===== src/rtl/cpu_mem_pkg.sv =====
// Shared memory-port definitions: FSM states, owner encoding, widths.
// Used by mem_port_arbiter and mem_lat_timer.
package cpu_mem_pkg;

  localparam int ADDR_W = 32;
  localparam int DATA_W = 64;
  localparam int INST_W = 32;

  localparam logic [1:0] ST_IDLE  = 2'd0;
  localparam logic [1:0] ST_GNT_I = 2'd1;
  localparam logic [1:0] ST_GNT_D = 2'd2;
  localparam logic [1:0] ST_WAIT  = 2'd3;

  typedef enum logic [1:0] {
    IDLE  = ST_IDLE,
    GNT_I = ST_GNT_I,
    GNT_D = ST_GNT_D,
    WAIT  = ST_WAIT
  } arb_state_e;

  localparam logic OWN_I = 1'b0;
  localparam logic OWN_D = 1'b1;

endpackage


===== src/rtl/mem_lat_timer.sv =====
// 4-bit memory latency timer: load on grant, count down, flag zero.
// Instantiated by mem_port_arbiter.
module mem_lat_timer (
  input  logic       clk,
  input  logic       rst,
  input  logic       load,
  input  logic [3:0] load_val,
  input  logic       dec,
  output logic       zero
);
  import cpu_mem_pkg::*;

  logic [3:0] cnt;

  // Load takes priority; decrement stops at zero.
  always_ff @(posedge clk or posedge rst) begin
    if (rst) begin
      cnt <= 4'd0;
    end else if (load) begin
      cnt <= load_val;
    end else if (dec && cnt != 4'd0) begin
      cnt <= cnt - 4'd1;
    end
  end

  assign zero = (cnt == 4'd0);

endmodule


===== src/rtl/mem_port_arbiter.sv =====
// IF/MEM arbiter for a single-port unified memory, data-over-fetch priority
// with starvation guard. Optional ARB_PERF_CNT_EN adds wait-cycle counters.
module mem_port_arbiter #(
  parameter int ADDR_W     = cpu_mem_pkg::ADDR_W,
  parameter int DATA_W     = cpu_mem_pkg::DATA_W,
  parameter int INST_W     = cpu_mem_pkg::INST_W,
  parameter int MEM_LAT    = 2,
  parameter int STARVE_MAX = 3
) (
  input  logic              clk,
  input  logic              rst,
  input  logic              if_req,
  input  logic [ADDR_W-1:0] if_addr,
  output logic              if_valid,
  output logic [INST_W-1:0] if_rdata,
  input  logic              d_req,
  input  logic              d_we,
  input  logic [ADDR_W-1:0] d_addr,
  input  logic [DATA_W-1:0] d_wdata,
  output logic              d_valid,
  output logic [DATA_W-1:0] d_rdata,
  output logic              mem_en,
  output logic              mem_we,
  output logic [ADDR_W-1:0] mem_addr,
  output logic [DATA_W-1:0] mem_wdata,
  input  logic [DATA_W-1:0] mem_rdata,
  output logic              stall
`ifdef ARB_PERF_CNT_EN
  ,
  output logic [31:0]       perf_if_wait,
  output logic [31:0]       perf_d_wait
`endif
);
  import cpu_mem_pkg::*;

  localparam logic [3:0] LAT        = 4'(MEM_LAT);
  localparam logic [3:0] STARVE_LIM = 4'(STARVE_MAX);

  arb_state_e  state, state_nxt;
  logic        owner_q;
  logic        we_q;
  logic        hi_q;
  logic [3:0]  starve_cnt;
  logic        d_win, i_win, grant, done, lat_zero;
  logic        if_valid_q, d_valid_q;
  logic [INST_W-1:0] if_rdata_q;
  logic [DATA_W-1:0] d_rdata_q;
  logic [ADDR_W-1:0] addr_q;
  logic [DATA_W-1:0] wdata_q;

  // Arbitration inputs: data wins unless the fetch has been starved.
  always_comb begin
    d_win = d_req & ~(if_req & (starve_cnt == STARVE_LIM));
    i_win = ~d_win & if_req;
    grant = (state == IDLE) & (d_win | i_win);
    done  = (state == WAIT) & lat_zero;
  end

  // State register.
  always_ff @(posedge clk or posedge rst) begin
    if (rst) state <= IDLE;
    else     state <= state_nxt;
  end

  // Next-state logic.
  always_comb begin
    state_nxt = state;
    unique case (state)
      IDLE: begin
        if (d_win)      state_nxt = GNT_D;
        else if (i_win) state_nxt = GNT_I;
      end
      GNT_I, GNT_D: state_nxt = WAIT;
      WAIT: if (lat_zero) state_nxt = IDLE;
      default: state_nxt = IDLE;
    endcase
  end

  mem_lat_timer u_timer (
    .clk      (clk),
    .rst      (rst),
    .load     (grant),
    .load_val (LAT),
    .dec      (state != IDLE),
    .zero     (lat_zero)
  );

  // Latch the granted request; later input changes are ignored.
  always_ff @(posedge clk or posedge rst) begin
    if (rst) begin
      owner_q <= OWN_I;
      we_q    <= 1'b0;
      hi_q    <= 1'b0;
      addr_q  <= '0;
      wdata_q <= '0;
    end else if (grant) begin
      owner_q <= d_win ? OWN_D : OWN_I;
      we_q    <= d_win & d_we;
      hi_q    <= if_addr[2];
      addr_q  <= d_win ? d_addr : if_addr;
      if (d_win) wdata_q <= d_wdata;
    end
  end

  // Starvation counter: D grants while a fetch waits; cleared by I grants.
  always_ff @(posedge clk or posedge rst) begin
    if (rst) begin
      starve_cnt <= 4'd0;
    end else if (grant) begin
      if (!d_win)
        starve_cnt <= 4'd0;
      else if (if_req && starve_cnt < STARVE_LIM)
        starve_cnt <= starve_cnt + 4'd1;
    end
  end

  // Capture read data at completion and pulse the owner's valid.
  always_ff @(posedge clk or posedge rst) begin
    if (rst) begin
      if_valid_q <= 1'b0;
      d_valid_q  <= 1'b0;
      if_rdata_q <= '0;
      d_rdata_q  <= '0;
    end else begin
      if_valid_q <= done & (owner_q == OWN_I);
      d_valid_q  <= done & (owner_q == OWN_D);
      if (done && owner_q == OWN_I)
        if_rdata_q <= hi_q ? mem_rdata[DATA_W-1 -: INST_W]
                           : mem_rdata[INST_W-1:0];
      if (done && owner_q == OWN_D && !we_q)
        d_rdata_q <= mem_rdata;
    end
  end

  assign mem_en    = (state == GNT_I) | (state == GNT_D);
  assign mem_we    = mem_en & we_q;
  assign mem_addr  = addr_q;
  assign mem_wdata = wdata_q;
  assign if_valid  = if_valid_q;
  assign if_rdata  = if_rdata_q;
  assign d_valid   = d_valid_q;
  assign d_rdata   = d_rdata_q;
  assign stall     = (if_req & ~if_valid_q) | (d_req & ~d_valid_q);

`ifdef ARB_PERF_CNT_EN
  // Wait-cycle counters; wrap naturally at 2^32.
  always_ff @(posedge clk or posedge rst) begin
    if (rst) begin
      perf_if_wait <= 32'd0;
      perf_d_wait  <= 32'd0;
    end else begin
      if (if_req & ~if_valid_q) perf_if_wait <= perf_if_wait + 32'd1;
      if (d_req & ~d_valid_q)   perf_d_wait  <= perf_d_wait + 32'd1;
    end
  end
`endif

endmodule


===== config.mk =====
export PLATFORM = sky130hd
export DESIGN_NAME = mem_port_arbiter
export DESIGN_NICKNAME = d
export VERILOG_FILES = /design/src/rtl/cpu_mem_pkg.sv /design/src/rtl/mem_lat_timer.sv /design/src/rtl/mem_port_arbiter.sv
export SDC_FILE = /design/constraint.sdc
export NUM_CORES = 1
export LEC_CHECK = 0
export ABC_CLOCK_PERIOD_IN_PS = 13600
export BUFFER_PORTS_ARGS = -buffer_cell sky130_fd_sc_hd__buf_2
export CORE_MARGIN = 2
export CORE_UTILIZATION = 25
export CTS_BUF_LIST = sky130_fd_sc_hd__clkbuf_2 sky130_fd_sc_hd__clkbuf_4 sky130_fd_sc_hd__clkbuf_8
export CTS_CLUSTER_SIZE = 25
export DETAILED_ROUTE_END_ITERATION = 8
export PLACE_DENSITY = 0.49
export SYNTH_ARGS = -nofsm -noshare
export SYNTH_HDL_FRONTEND = slang
export SYNTH_SLANG_ARGS = --single-unit
export TNS_END_PERCENT = 5

===== constraint.sdc =====
create_clock -name clk -period 13.6 [get_ports clk]
set_input_delay 1.36 -clock clk [delete_from_list [all_inputs] [get_ports clk]]
set_output_delay 1.36 -clock clk [all_outputs]
set_load 0.05 [all_outputs]

# == Word-level counts from Yosys, hierarchy flattened ==
# Cells that the tools add are included.
# totals
register_bits,207
out_inout_bits,197
elab_cells,67
# op_classes
n_addsub,2
magnitude_cmp,1
n_eq_ne,7
n_mux,11
n_bitwise,19
n_reduce_logical,15
# ops
operator,n
two-way mux 32 bit,2
two-way mux 4 bit,4
AND 1 bit,11
two-way mux 2 bit,3
one-hot mux 2 bit (3 select lines),1
AND reduction 2 bit,3
logical AND 1 bit,5
inverter 1 bit,5
"adder 4 x 1 -> 4 bit, second input constant",1
"== test 2 bit, second input constant",2
"== test 4 x 2 -> 1 bit, second input constant",1
logical NOT 4 bit,1
"less-than comparator 4 x 2 -> 1 bit, second input constant",1
nonzero test 2 bit,2
nonzero test 4 bit,1
"subtractor 4 x 1 -> 4 bit, second input constant",1
"!= test 3 bit, second input constant",1
OR 1 bit,3
"== test 2 x 1 -> 1 bit, second input constant",1
logical NOT 2 bit,1
"!= test 2 x 1 -> 1 bit, second input constant",1
"!= test 2 bit, second input constant",1
OR reduction 2 bit,1
logical NOT 1 bit,1
two-way mux 1 bit,1

# == Logic depth before layout (Yosys ltp) ==
# logic_depth
word_depth,9
ltp_mapped,8

# == By module ==
# From an unflattened synthesis, not the netlist that was laid out.
# unflattened
cells_unflattened,601
hier_area_um2,8414.3
# by_module_without_submodules
module,instances,cells_each,area_each_um2,seq_area_each_um2
mem_port_arbiter,1,573,8152.8,5079.9
mem_lat_timer,1,28,261.5,100.1

# == Least setup slack after synthesis ==
# OpenSTA, ideal clock, no wires.
# synth_path
path_type,input to output
startpoint,input d_req
endpoint,output stall
arrival_ps,2481
path_slack_ps,9759
cell_stages,3
path_buffers,1
path_cell_list,clkbuf_1 inv_1 o22ai_1
# synth_via
elab_chain_len,2
# synth_rtl
item,line_no,text
"start, declared",mem_port_arbiter.sv:16,"input logic d_req,"
AND 1 bit,mem_port_arbiter.sv:143,assign stall = (if_req & ~if_valid_q) | (d_req & ~d_valid_q);
OR 1 bit,mem_port_arbiter.sv:143,
"end, declared",mem_port_arbiter.sv:27,output logic stall
# No other way between the ends.

# == Final worst setup path ==
# Same ends and word-level chain as after synthesis.

==> results.sh <==
export IMPL_cts_buffers=39
export IMPL_rr_endpoint="mem_wdata[62]"
export IMPL_drt_first_pass_iters=4
export IMPL_wl_per_cell_um=16.8
export IMPL_ys_ff_latch=207
export IMPL_crit_top_cell="buf_2"
export IMPL_pin_count=394
export IMPL_timing_fmax_mhz=263
export IMPL_yosys_warnings=0
export IMPL_layout_common_cells="buf_2, dfrtp_1, mux2_2, nand2_1, mux2_4"
export IMPL_cts_hold_buf=0
export IMPL_grt_total_usage_pct=13.0
export IMPL_timing_final_crit_share_pct=28.0
export IMPL_fin_cells=1517
export IMPL_holdPathStages=2
export IMPL_grt_ovfl_total=0
export IMPL_clockBufferDepth=3
export IMPL_final_common_cell="buf_2"
export IMPL_finClkSkew_ps=16.0
export IMPL_maxCapViolations=0
export IMPL_crit_chain="buf_2 > buf_4 > inv_1 > o22ai_1 > buf_2"
export IMPL_antenna_found_initial=0
export IMPL_drc=0
export IMPL_dpl_cell_area_sq_um=11300
export IMPL_grt_pass1_vias=6889
export IMPL_worstSkewPairLatency_ps=540
export IMPL_setup_violations=0
export IMPL_synth_area_leaders="dfrtp_1, mux2_2, mux2_4"
export IMPL_die_area_sq_um=37300
export IMPL_critPathCaptureType="output port"
export IMPL_post_synth_top_area_fraction_pct=58.0
export IMPL_path_clk_slew_ps=60
export IMPL_regToRegSetupSlack_ps=11000
export IMPL_hold_viol=0
export IMPL_viasPerCell=4.38
export IMPL_ant_nets=0
export IMPL_hold_path_class="reg2reg"
export IMPL_reg2reg_depth=5
export IMPL_diodes=0
export IMPL_postCtsResizedCells=0
export IMPL_port_buffers=393
export IMPL_fin_area_sq_um=12100
export IMPL_die_y_um=193
export IMPL_cpMaxStageDelayCell="buf_4"
export IMPL_nets=1239
export IMPL_root_buffer="clkbuf_8"
export IMPL_dr_total_vias=6644
export IMPL_cp_start_kind="input port"
export IMPL_hold_start="mem_addr[26]"
export IMPL_rsz0062_at_grt="false"
export IMPL_dpl_hpwl_um=17500
export IMPL_place_congestion=0.812
export IMPL_status="finished, final reports clean"
export IMPL_start_util_pct=25.2
export IMPL_rows=69
export IMPL_drt_iter0_drc=211
export IMPL_maxSlewViolCount=0
export IMPL_tns_ps=0
export IMPL_ys_types=36
export IMPL_syn_area_sq_um=8940
export IMPL_drive_gt1_share_pct=63.0
export IMPL_dp_cells=1457
export IMPL_avgSynthCellArea_sq_um=14.0
export IMPL_wirelength_um=25500
export IMPL_synth_top_area_cell="dfrtp_1"
export IMPL_hold_path_endpoint="mem_addr[26]"
export IMPL_slew_headroom_pct=38.5
export IMPL_path_max_fanout=42
export IMPL_worstSetupPathType="in2out"
export IMPL_crit_required_ps=12240
export IMPL_synth_cells=638
export IMPL_max_stage_delay_ps=380
export IMPL_r2r_start="starve_cnt[0]"
export IMPL_worst_slew_pin_slew_ps=923
export IMPL_ys_seq_area_share_pct=58.0
export IMPL_clock_sinks=207
export IMPL_utilization_pct=34.1
export IMPL_htreeDepth=2
export IMPL_min_period_ps=3810
export IMPL_fillers=3591
export IMPL_synth_nets=840
export IMPL_core_area_sq_um=35400
export IMPL_critPathArrivalTime_ps=2450
export IMPL_grt_max_degree=77
export IMPL_post_cts_buffers=0
export IMPL_die_width_um=193
export IMPL_area_growth_pct=35.3
export IMPL_grt_pass1_wl_um=37900
export IMPL_cts_tree="yes"
## area by class of cell
type / instances / area [sq um] / share of cell area [%]
repair buffers: 405 / 2060 / 17.0
clock inverters: 4 / 51.3 / 0.424
clock buffers: 56 / 714 / 5.91
inverters: 10 / 45.0 / 0.373
well taps: 461 / 577 / 4.77
flip-flops and latches: 207 / 5180 / 42.9
multi-input cells: 374 / 3460 / 28.7
## per-stage QoR
stage / hold WS (ps) / setup slack (ps)
2_1_floorplan: 464 / 6590
3_3_place_gp: 476 / 9750
3_5_place_dp: 481 / 9800
4_1_cts: 494 / 9790
5_1_grt: 503 / 9670
6_report: 488 / 9790
## cells in the mapped netlist, drive strengths merged
cell and number:
a21oi 3, a32o 1, a32oi 1, and2 3, and3 1, and4bb 1, buf 25, clkbuf 22
dfrtp 207, ha 5, inv 10, mux2 194, mux2i 2, nand2 72, nand2b 1, nand3 2
nand3b 1, nand4 32, nand4bb 1, nor2 3, nor2b 2, nor3 1, nor3b 2, o211ai 33
o21a 2, o21ai 5, o22ai 1, o2bb2ai 1, o41ai 1, or3 1, or3b 1, or4 1
## cells by family after synthesis
family / Yosys count / share of synthesized area (%)
compound gates: 48 / 3.86
fa+ha+maj: 5 / 0.700
buf+inv: 57 / 3.42
flops: 207 / 58.0
mux: 196 / 27.2
simple gates: 125 / 6.87
## how the worst max path moves through the flow
stage,start,to,slack (ps)
floorplan,rst,d_rdata[0],6590
global placement,d_req,stall,9750
detailed placement,d_req,stall,9800
CTS,d_req,stall,9790
global route,d_req,stall,9670
finish,d_req,stall,9790
## registers in the layout, summed over array words and instances, names as in the netlist
register,flops
d_rdata,64
we_q,1
hi_q,1
starve_cnt,4
if_valid,1
u_timer.cnt,4
owner_q,1
mem_wdata,64
state,2
mem_addr,32
if_rdata,32
d_valid,1
## per-layer routing
layer	wire [um]	track usage, %	share of wire (%)
met5	0	0	0
met4	816	5.39	3.2
met3	2000	3.73	7.8
met2	12300	21.8	48
met1	10400	15.5	41
## critical path: cells and delay by family
kind | cells | cell delay [ps]
compound gates | 1 | 150
buf+inv | 4 | 900
Power is left out: the tool's default activity adds up to more than one toggle a clock period on the data nets, which glitch-free logic cannot reach.
